## src/rtl/arb_pkg.sv

```systemverilog
// rtl/arb_pkg.sv - shared state type and default sizes for the data memory arbiter
// Contents: arb_state_t FSM encoding, default ADDR_W/DATA_W/STARVE_LIM, counter width.
package arb_pkg;

  localparam int ADDR_W_DEF     = 10;
  localparam int DATA_W_DEF     = 32;
  localparam int STARVE_LIM_DEF = 4;

  // Width of the starvation counter; limits up to 15 fit.
  localparam int CNT_W = 4;

  typedef enum logic [1:0] {
    IDLE     = 2'd0,
    CPU_RD   = 2'd1,
    EXT_RD   = 2'd2,
    EXT_WACK = 2'd3
  } arb_state_t;

endpackage

```

## src/rtl/starve_counter.sv

```systemverilog
// rtl/starve_counter.sv - saturating count of arbitrations lost by the external requester
// Ports: clk, rst (async active-low), inc (ext lost a round), clr (ext granted or idle),
//        lim (saturation value), sat (count has reached lim).
module starve_counter
  import arb_pkg::*;
(
  input  logic             clk,
  input  logic             rst,
  input  logic             inc,
  input  logic             clr,
  input  logic [CNT_W-1:0] lim,
  output logic             sat
);

  logic [CNT_W-1:0] cnt;

  // clr has priority so a grant in the same cycle never leaves a stale count.
  always_ff @(posedge clk or negedge rst) begin
    if (!rst) begin
      cnt <= '0;
    end else if (clr) begin
      cnt <= '0;
    end else if (inc && (cnt < lim)) begin
      cnt <= cnt + 1'b1;
    end
  end

  assign sat = (cnt == lim);

endmodule

```

## src/rtl/data_mem_arbiter.sv

```systemverilog
// rtl/data_mem_arbiter.sv - single-port data RAM shared between the CPU memory stage and an external port
// Ports: clk, rst (async active-low);
//        cpu_req/cpu_we/cpu_addr/cpu_wdata in, cpu_rdata/cpu_stall out;
//        ext_req/ext_we/ext_addr/ext_wdata in, ext_gnt/ext_done/ext_rdata out;
//        mem_en/mem_we/mem_addr/mem_wdata out, mem_rdata in (valid one cycle after issue).
module data_mem_arbiter
  import arb_pkg::*;
#(
  parameter int ADDR_W     = ADDR_W_DEF,
  parameter int DATA_W     = DATA_W_DEF,
  parameter int STARVE_LIM = STARVE_LIM_DEF
) (
  input  logic              clk,
  input  logic              rst,
  input  logic              cpu_req,
  input  logic              cpu_we,
  input  logic [ADDR_W-1:0] cpu_addr,
  input  logic [DATA_W-1:0] cpu_wdata,
  output logic [DATA_W-1:0] cpu_rdata,
  output logic              cpu_stall,
  input  logic              ext_req,
  input  logic              ext_we,
  input  logic [ADDR_W-1:0] ext_addr,
  input  logic [DATA_W-1:0] ext_wdata,
  output logic              ext_gnt,
  output logic              ext_done,
  output logic [DATA_W-1:0] ext_rdata,
  output logic              mem_en,
  output logic              mem_we,
  output logic [ADDR_W-1:0] mem_addr,
  output logic [DATA_W-1:0] mem_wdata,
  input  logic [DATA_W-1:0] mem_rdata
);

  localparam logic [CNT_W-1:0] LIM = CNT_W'(STARVE_LIM);

  arb_state_t        state;
  arb_state_t        state_nxt;
  logic              in_idle;
  logic              ext_win;
  logic              cpu_win;
  logic              starve_sat;
  logic              cnt_inc;
  logic              cnt_clr;
  logic [DATA_W-1:0] ext_rdata_q;

  assign in_idle = (state == IDLE);

  // Ext only loses to the CPU while it is actually requesting; a quiet ext
  // port resets its fairness history.
  assign cnt_inc = cpu_win && ext_req;
  assign cnt_clr = ext_win || (in_idle && !ext_req);

  starve_counter u_starve (
    .clk (clk),
    .rst (rst),
    .inc (cnt_inc),
    .clr (cnt_clr),
    .lim (LIM),
    .sat (starve_sat)
  );

  always_ff @(posedge clk or negedge rst) begin
    if (!rst) begin
      state <= IDLE;
    end else begin
      state <= state_nxt;
    end
  end

  always_ff @(posedge clk or negedge rst) begin
    if (!rst) begin
      ext_rdata_q <= '0;
    end else if (state == EXT_RD) begin
      ext_rdata_q <= mem_rdata;
    end
  end

  always_comb begin
    state_nxt = state;
    ext_win   = 1'b0;
    cpu_win   = 1'b0;
    mem_en    = 1'b0;
    mem_we    = 1'b0;
    mem_addr  = '0;
    mem_wdata = '0;
    cpu_stall = 1'b0;
    cpu_rdata = '0;
    ext_gnt   = 1'b0;
    ext_done  = 1'b0;
    ext_rdata = ext_rdata_q;

    case (state)
      IDLE: begin
        ext_win = ext_req && (starve_sat || !cpu_req);
        cpu_win = cpu_req && !ext_win;
        if (ext_win) begin
          mem_en    = 1'b1;
          mem_we    = ext_we;
          mem_addr  = ext_addr;
          mem_wdata = ext_wdata;
          ext_gnt   = 1'b1;
          cpu_stall = cpu_req;
          state_nxt = ext_we ? EXT_WACK : EXT_RD;
        end else if (cpu_win) begin
          mem_en    = 1'b1;
          mem_we    = cpu_we;
          mem_addr  = cpu_addr;
          mem_wdata = cpu_wdata;
          // Writes retire in the issue cycle; reads wait for the RAM.
          if (!cpu_we) begin
            cpu_stall = 1'b1;
            state_nxt = CPU_RD;
          end
        end
      end
      CPU_RD: begin
        cpu_rdata = mem_rdata;
        state_nxt = IDLE;
      end
      EXT_RD: begin
        // Bypass so the read data is visible in the same cycle as ext_done.
        ext_done  = 1'b1;
        ext_rdata = mem_rdata;
        cpu_stall = cpu_req;
        state_nxt = IDLE;
      end
      EXT_WACK: begin
        ext_done  = 1'b1;
        cpu_stall = cpu_req;
        state_nxt = IDLE;
      end
      default: begin
        state_nxt = IDLE;
      end
    endcase

    // Outputs driven straight from inputs must also go quiet the moment reset asserts.
    if (!rst) begin
      ext_win   = 1'b0;
      cpu_win   = 1'b0;
      mem_en    = 1'b0;
      mem_we    = 1'b0;
      mem_addr  = '0;
      mem_wdata = '0;
      cpu_stall = 1'b0;
      cpu_rdata = '0;
      ext_gnt   = 1'b0;
      ext_done  = 1'b0;
      ext_rdata = '0;
    end
  end

endmodule

```

## config.mk

```make
export PLATFORM = sky130hd
export DESIGN_NAME = data_mem_arbiter
export DESIGN_NICKNAME = d
export VERILOG_FILES = /design/src/rtl/arb_pkg.sv /design/src/rtl/starve_counter.sv /design/src/rtl/data_mem_arbiter.sv
export SDC_FILE = /design/constraint.sdc
export NUM_CORES = 1
export LEC_CHECK = 0
export BUFFER_PORTS_ARGS = -buffer_cell sky130_fd_sc_hd__buf_2
export CAP_MARGIN = 20
export CORE_ASPECT_RATIO = 0.9
export CORE_MARGIN = 5
export CORE_UTILIZATION = 41
export DETAILED_ROUTE_END_ITERATION = 8
export GPL_TIMING_DRIVEN = 1
export PLACE_DENSITY = 0.9
export SETUP_SLACK_MARGIN = 0.3
export SKIP_CTS_REPAIR_TIMING = 1
export SYNTH_ARGS = -nofsm -noshare
export SYNTH_HDL_FRONTEND = slang
export SYNTH_HIERARCHICAL = 1
export SYNTH_SLANG_ARGS = --single-unit
```

## constraint.sdc

```tcl
create_clock -name clk -period 3.3 [get_ports clk]
set_clock_uncertainty 0.15 [all_clocks]
set_input_delay 0.33 -clock clk [delete_from_list [all_inputs] [get_ports clk]]
set_output_delay 0.33 -clock clk [all_outputs]
set_load 0.01 [all_outputs]
```

# After elaboration in Yosys (flattened, before gate mapping)
# Index checks and enable logic that the tools add are counted.
classes:
  addsub: 1
  order_cmp: 1
  eq_ne: 6
  muxes: 41
  reduce_logical: 15
ops:
  columns: ["cell", "n"]
  rows:
  - ["$mux W32", 8]
  - ["$mux W10", 4]
  - ["$mux W1", 22]
  - ["$mux W4", 2]
  - ["$mux W2", 3]
  - ["$logic_and A1 B1 Y1", 5]
  - ["$add A4 B1 Y4 const B", 1]
  - ["$eq A2 B2 Y1 const B", 2]
  - ["$eq A4 B3 Y1 const B", 1]
  - ["$lt A4 B3 Y1 const B", 1]
  - ["$pmux W2 S2", 1]
  - ["$logic_not A1 Y1", 3]
  - ["$ne A3 B1 Y1 const B", 1]
  - ["$ne A3 B2 Y1 const B", 1]
  - ["$reduce_or A3 Y1", 1]
  - ["$eq A2 B1 Y1 const B", 1]
  - ["$logic_not A2 Y1", 1]
  - ["$logic_or A1 B1 Y1", 2]
  - ["$pmux W1 S2", 1]
  - ["$reduce_and A2 Y1", 1]
  - ["$reduce_bool A2 Y1", 1]
  - ["$reduce_or A2 Y1", 1]
totals:
  ff_bits: 38
  input_bits: 122

# Longest topological paths before layout
# Gate-level depths: netlist (run 1).
depth:
  depth_word: 11
  mapped_depth: 8

# Hierarchy
# Netlist (run 1), hierarchy kept.
modules_own_cells:
  columns: ["mod", "n_inst", "cells_per_inst", "area_each_um2", "seq_area_each_um2"]
  rows:
  - ["data_mem_arbiter", 1, 218, 2309.7, 850.8]
  - ["starve_counter", 1, 34, 316.6, 100.1]

# Worst setup path after synthesis (run 1)
# OpenSTA, ideal clock, no wires.
synth_timing:
  kind: "register to register"
  startpoint: "register u_starve.cnt[2]"
  endpoint: "register u_starve.cnt[0]"
  setup_ns: 0.125
  arrival_time_ns: 1.843
  slack_ns: 1.182
  path_stages_with_launch: 8
  cell_sequence: "dfrtp_1 > ha_1 > and4_2 > nand2b_1 > nor3_1 > nand3b_1 > nor2_1 > mux2_2"
synth_between:
  elab_chain_cells: 10
  word_cells_on_any_way: 15
  classes_between: "order compare: 1; eq/ne: 1; mux: 5; reduce/logical: 8"
synth_lines:
  columns: ["item", "line", "source"]
  rows:
  - ["start: declaration", "starve_counter.sv:15", "logic [CNT_W-1:0] cnt;"]
  - ["start signal: assignment", "starve_counter.sv:24", "cnt <= cnt + 1'b1;"]
  - ["$eq A4 B3 Y1", "starve_counter.sv:28", "assign sat = (cnt == lim);"]
  - ["via starve_sat", "data_mem_arbiter.sv:42", "logic starve_sat;"]
  - ["$logic_or A1 B1 Y1", "data_mem_arbiter.sv:95", "ext_win = ext_req && (starve_sat || !cpu_req);"]
  - ["$logic_and A1 B1 Y1", "data_mem_arbiter.sv:95", null]
  - ["$logic_not A1 Y1", "data_mem_arbiter.sv:96", "cpu_win = cpu_req && !ext_win;"]
  - ["$logic_and A1 B1 Y1", "data_mem_arbiter.sv:96", null]
  - ["$mux W1", "data_mem_arbiter.sv:93", "case (state)"]
  - ["$mux W1", "data_mem_arbiter.sv:139", "if (!rst) begin"]
  - ["$logic_and A1 B1 Y1", "data_mem_arbiter.sv:51", "assign cnt_inc = cpu_win && ext_req;"]
  - ["via cnt_inc", "data_mem_arbiter.sv:43", "logic cnt_inc;"]
  - ["$logic_and A1 B1 Y1", "starve_counter.sv:23", "end else if (inc && (cnt < lim)) begin"]
  - ["$reduce_bool A2 Y1 (no line)", null, null]
# The timed path passes the listed nets, and every way through them passes these cells.
# A chain may end at the register's enable or synchronous reset.

# Worst setup path after layout (run 1)
layout_timing:
  startpoint: "register state[0]"
  endpoint: "output mem_addr[9]"
layout_between:
  elab_chain_cells: 3
layout_lines:
  columns: ["item", "line", "source"]
  rows:
  - ["start: declaration", "data_mem_arbiter.sv:37", "arb_state_t state;"]
  - ["start signal: assignment", "data_mem_arbiter.sv:67", "state <= state_nxt;"]
  - ["$logic_not A2 Y1", "data_mem_arbiter.sv:93", null]
  - ["$mux W10", "data_mem_arbiter.sv:93", null]
  - ["$mux W10", "data_mem_arbiter.sv:139", null]
  - ["end: declaration", "data_mem_arbiter.sv:30", "output logic [ADDR_W-1:0] mem_addr,"]
# No other way between the ends.

==> results.cfg, run 1 <==
[run_status]
status = complete, no violations

[grt]
grt_pass1_wl_um = 13400
use_met2_pct = 39.2
grt.overflow.total = 0
grt_pass1_vias = 2829
grt_max_degree = 74
grt_use_met3_pct = 6.58
grt_busiest_layer = met2
antenna_found_initial = 0
grt.met1_usage_pct = 21.9
grtUsageTotal_pct = 20.8

[yosys]
synth-simple-area-share_pct = 22.8
synth-compound-area-share_pct = 16.6
avgSynthCellArea_um2 = 10.4
synthArstFlopShare_pct = 100
syn_area_um2 = 2630
syn_inst = 252
ys_seq_elements = 38
yosys.area_share.xor_xnor_pct = 0
ys_types = 36
synth_seq_area_share_pct = 36.2
synthMuxAreaShare_pct = 15.0
synth-adder-area-share_pct = 2.38
ys_warn_count = 6
synth_edf_count = 0
synthFlopType = dfrtp_1
synth_top_family_by_area = simple AND/OR/NAND/NOR gates

[route]
drc = 0
routed_wl_um = 9130
wire_per_inst_um = 16.1
dr.pass1.iters = 4
viasPerCell = 4.90
ant_nets = 0
vias = 2771
drt-initial-drc-count = 85

[setup_path]
rrSetupSlack_ns = 0.98
crit_fanout = 42
crit_path_start_kind = flop
cp_cell_sequence = or3b_1, nor3b_4, buf_4, a22o_1, buf_2
cp-startpoint = state[0]$_DFFE_PN0P_
r2r_cells = 5
required_ns = 2.82
timing.rr.start = state[0]$_DFFE_PN0P_
path_class = flop to primary output
end_kind = primary output
crit_path_top_delay_cell = or3b_1
r2r_end = u_starve/cnt[0]$_DFFE_PN0P_
endpoint = mem_addr[9]
worst_ep_arrival_time_ns = 2.40
slowest_delay_ns = 0.59

[power_and_ir_drop]
power.leakage_uw = 0.00221
power.density_nw_per_um2 = 398
ir_drop_mv = 0.293

[sta]
hold_viol = 0
fin_crit_sh_pct = 87.1
fin_crit_ns = 2.88
fmax_ghz = 0.348
finalSetupViolations = 0
tns_ns = 0
slew_viol_final = 0
tightest_slew_ns = 0.770
slew_headroom_pct = 48.5
rsz0062_at_grt = false

[clock_tree]
cts_buffers = 5
cts_root_buf = clkbuf_8
clock_path_buffers = 2
cts.sinks = 38
clk_pin_slew_ns = 0.08
clkLatencyLatePin_ns = 0.28
cts_tree = done
htree_num_levels = 2

[layout]
fillers = 519
num_antenna_cells = 0
layout-drive-gt1-share_pct = 52.2
area_delta_synth_final_pct = 47.3
final_cell_mix = 232 x buf_2, 64 x and2_1, 42 x a22o_1
final_common_cell = buf_2
design_area_um2 = 3870
layout.nets = 606

[die]
ioPinCount = 233
die_y_um = 85.9
die_w_um = 94.4
core_um2 = 6180
initial_core_util_pct = 42.5
die-area_um2 = 8110
num_rows = 27

[placed_design]
dp_hpwl_um = 7560
place_congestion = 0.822
placed_area_um2 = 3790
portBuffers = 232

[flow_run]
cap_violations = 0

[hold_path]
holdCritPathClass = input port to asynchronous set/reset pin
layout make-up:
| class | instances | area [µm²] | area share [%] |
|---|---|---|---|
| multi-input cells | 190 | 1500 | 38.9 |
| repair buffers | 237 | 1200 | 31.0 |
| flip-flops and latches | 38 | 951 | 24.6 |
| well taps | 87 | 109 | 2.81 |
| clock buffers | 6 | 72.6 | 1.88 |
| inverters | 7 | 26.3 | 0.679 |
| clock inverters | 1 | 7.51 | 0.194 |
per-stage QoR:
step	hold WS [ns]	instances	power [µW]	worst slack (ns)	util, %
finish	0.0349	566	1540	0.425	62.6
global route	0.0814	566	1640	0.322	62.6
floorplan	-0.116	254	986	1.18	-
global placement	0.313	559	1230	0.732	61.3
CTS	0.0538	566	1560	0.421	62.6
detailed placement	0.320	559	1250	0.733	61.3
worst max-delay path, delay by kind of cell, from the launching register on:
family	cells	cell delay, ns
and+or+nand+nor	2	0.80
buffers and inverters	2	0.56
DFF	1	0.46
AOI/OAI and AO/OA	1	0.28
metal layers:
metal | wire [µm] | vias up
li1 | - | 1341
met1 | 3240 | 1267
met2 | 4680 | 150
met3 | 1050 | 13
met4 | 165 | 0
met5 | 0 | -
where the power goes:
group	switching, µW	internal [µW]
clock	157	145
combinational	303	299
sequential	39.9	594
total	500	1040
worst min path at each step:
stage,from,to,slack [ns],cells after the start
global placement,ext_rdata_q[7]$_DFF_PN0_,ext_rdata_q[7]$_DFF_PN0_,0.31,1
detailed placement,ext_rdata_q[5]$_DFF_PN0_,ext_rdata_q[5]$_DFF_PN0_,0.32,1
finish,rst,ext_rdata_q[11]$_DFF_PN0_,0.03,2
CTS,rst,ext_rdata_q[17]$_DFF_PN0_,0.05,2
global route,rst,ext_rdata_q[16]$_DFF_PN0_,0.08,2
floorplan,rst,ext_rdata_q[0]$_DFF_PN0_,-0.12,0
cells in the mapped netlist, types with 2 or more instances:
| library cell | n | share of area (%) |
|---|---|---|
| and2_1 | 64 | 15 |
| a22o_1 | 42 | 14 |
| dfrtp_1 | 38 | 36 |
| mux2_1 | 32 | 14 |
| buf_6 | 9 | 3.9 |
| inv_1 | 7 | 1.0 |
| clkbuf_1 | 5 | 0.71 |
| ha_1 | 5 | 2.4 |
| nand2_1 | 4 | 0.57 |
| nand2b_1 | 4 | 0.95 |
| nor2_1 | 4 | 0.57 |
| a21oi_1 | 3 | 0.57 |
| buf_2 | 3 | 0.57 |
| nor2b_1 | 3 | 0.71 |
| nor3_1 | 3 | 0.57 |
| conb_1 | 2 | 0.29 |
| dlygate4sd1_1 | 2 | 0.67 |
| mux2_2 | 2 | 0.86 |
| nand3_1 | 2 | 0.38 |
| nand3b_1 | 2 | 0.57 |
sequential cells by signal (all words and copies together), names as in the netlist:
| signal | flops |
|---|---|
| ext_rdata_q | 32 |
| state | 2 |
| u_starve/cnt | 4 |
cells by family (layout without fill, tap and decap cells):
logic type                 count (synthesis)  after routing
adders and majority gates                  5              5
AOI/OAI and AO/OA                         52             52
buffers and inverters                     26            251
DFF                                       38             38
other                                      2              4
and+or+nand+nor                           94             94
muxes                                     35             35
Power figures use the tool's default switching activity.
==> inputs of run 2 (changes only) <==
--- a/config.mk
+++ b/config.mk
@@ -5,14 +5,13 @@
 export SDC_FILE = /design/constraint.sdc
 export NUM_CORES = 1
 export LEC_CHECK = 0
-export BUFFER_PORTS_ARGS = -buffer_cell sky130_fd_sc_hd__buf_2
 export CAP_MARGIN = 20
-export CORE_ASPECT_RATIO = 0.9
-export CORE_MARGIN = 5
-export CORE_UTILIZATION = 41
+export CORE_AREA = 5 5 88 90
 export DETAILED_ROUTE_END_ITERATION = 8
+export DIE_AREA = 0 0 93 95
+export DONT_BUFFER_PORTS = 1
 export GPL_TIMING_DRIVEN = 1
-export PLACE_DENSITY = 0.9
+export PLACE_DENSITY = 0.56
 export SETUP_SLACK_MARGIN = 0.3
 export SKIP_CTS_REPAIR_TIMING = 1
 export SYNTH_ARGS = -nofsm -noshare
==> run 2 against run 1 <==
Net effect: worst hold slack improved by 0.00056 ns; setup slack improved by 0.16 ns; die area rose by 9.0%; highest routed layer unchanged; sequential cell count did not move; clock power rose by 8.9%; global-route usage fell by 3.2 points; combinational power fell by 31%; sequential share of layout area rose by 10 points; sequential power fell by 0.6%; critical path type unchanged; total power fell by 11%; register-to-register slack got worse by 0.03 ns.
==> results.cfg, run 2 (synthesis gave the netlist of run 1 again) <==
[layout]
num_antenna_cells = 0
design_area_um2 = 2730
final_cell_mix = 64 x and2_1, 42 x a22o_1, 38 x dfrtp_1
area_delta_synth_final_pct = 3.86
largest-register = ext_rdata_q
layout.nets = 374
largest_reg_flops = 32
largestRegisters = ext_rdata_q: 32 flops, u_starve/cnt: 4 flops, state: 2 flops
layout-drive-gt1-share_pct = 7.26
final_common_cell = and2_1

[power_and_ir_drop]
power.density_nw_per_um2 = 503
power.leakage_uw = 0.00117
power_uw = 1370
ir_drop_mv = 0.297

[clock_tree]
clock_path_buffers = 2
cts_buffers = 5
cts_tree = done
htree_num_levels = 2
cts_root_buf = clkbuf_8
cts.sinks = 38
clk_pin_slew_ns = 0.08
clkLatencyLatePin_ns = 0.28

[sta]
fin_crit_ns = 2.72
layout_setup_ws_ns = 0.584
fin_crit_sh_pct = 82.3
slew_viol_final = 0
hold_viol = 0
tightest_slew_ns = 0.788
finalSetupViolations = 0
rsz0062_at_grt = false
slew_headroom_pct = 47.3
tns_ns = 0
fmax_ghz = 0.368

[die]
die_w_um = 93
initial_core_util_pct = 37.6
die_y_um = 95
ioPinCount = 233
num_rows = 31
core_um2 = 6980
die-area_um2 = 8840

[setup_path]
end_kind = primary output
crit_path_start_kind = flop
path_class = flop to primary output
worst_ep_arrival_time_ns = 2.24
required_ns = 2.82
crit_fanout = 42

[route]
vias = 1942
routed_wl_um = 8570
dr.pass1.iters = 4
drt-initial-drc-count = 40
wire_per_inst_um = 26.0
ant_nets = 0
viasPerCell = 5.88
drc = 0

[grt]
antenna_found_initial = 0
grt_pass1_vias = 1995
grt_max_degree = 75
grtUsageTotal_pct = 17.6
grt_pass1_wl_um = 11400
grt.overflow.total = 0

[placed_design]
dp_hpwl_um = 6920
pre_cts_slack_ns = 0.902
placed_area_um2 = 2610
place_congestion = 0.740
portBuffers = 0

[run_status]
status = complete, no violations

[hold_path]
holdCritPathClass = input port to flop

[flow_run]
cap_violations = 0
-- run 2: path summary, 6_finish.rpt --
path                                                    end  cells after the start  slack, ns                         from
worst max-delay path                          mem_wdata[14]                      7       0.58  u_starve/cnt[0]$_DFFE_PN0P_
worst min-delay path              ext_rdata_q[12]$_DFF_PN0_                      1       0.04                mem_rdata[12]
worst max register to register  u_starve/cnt[0]$_DFFE_PN0P_                      8       0.95  u_starve/cnt[0]$_DFFE_PN0P_
worst min register to register    ext_rdata_q[30]$_DFF_PN0_                      1       0.33    ext_rdata_q[30]$_DFF_PN0_
max in group asynchronous       u_starve/cnt[3]$_DFFE_PN0P_                      2       2.46                          rst
min in group asynchronous         ext_rdata_q[21]$_DFF_PN0_                      2       0.34                          rst
-- run 2: final cells by class --
type / count / area [µm²]
Clock buffer: 7 / 86.3
Tap cell: 82 / 103
Clock inverter: 1 / 5.00
Fill cell: 705 / 4250
Multi-Input combinational cell: 190 / 1500
Inverter: 7 / 26.3
Sequential cell: 38 / 951
Timing Repair Buffer: 5 / 52.6
-- run 2: per-layer routing --
metal,GRT usage (%),wire length (µm),up-vias
met5,0,0,-
met4,5.98,164,0
met3,8.61,1180,8
met2,30.3,4300,136
met1,18.9,2920,921
li1,-,-,877
-- run 2: metrics by stage --
stage          utilization, %  hold WS (ns)  instances
2_1_floorplan               -        -0.116        254
3_3_place_gp             37.3        -0.114        320
3_5_place_dp             37.3        -0.114        320
4_1_cts                  38.6        -0.435        328
5_1_grt                  39.1        0.0249        330
6_report                 39.1        0.0354        330
-- run 2: report_power, final --
part	total (µW)	switching [µW]	internal, µW	leakage (µW)
Clock	329	160	169	0.0000482
Sequential	630	36.2	594	0.000455
Combinational	413	244	169	0.000672
-- run 2: worst max-delay path: stages (launching register included) --
cell and delay [ns]:
dfrtp_1 0.39, inv_1 0.07, ha_1 0.26, and4_2 0.22, nand2_1 0.08, nor3b_4 0.17
buf_4 0.38, a22o_1 0.37
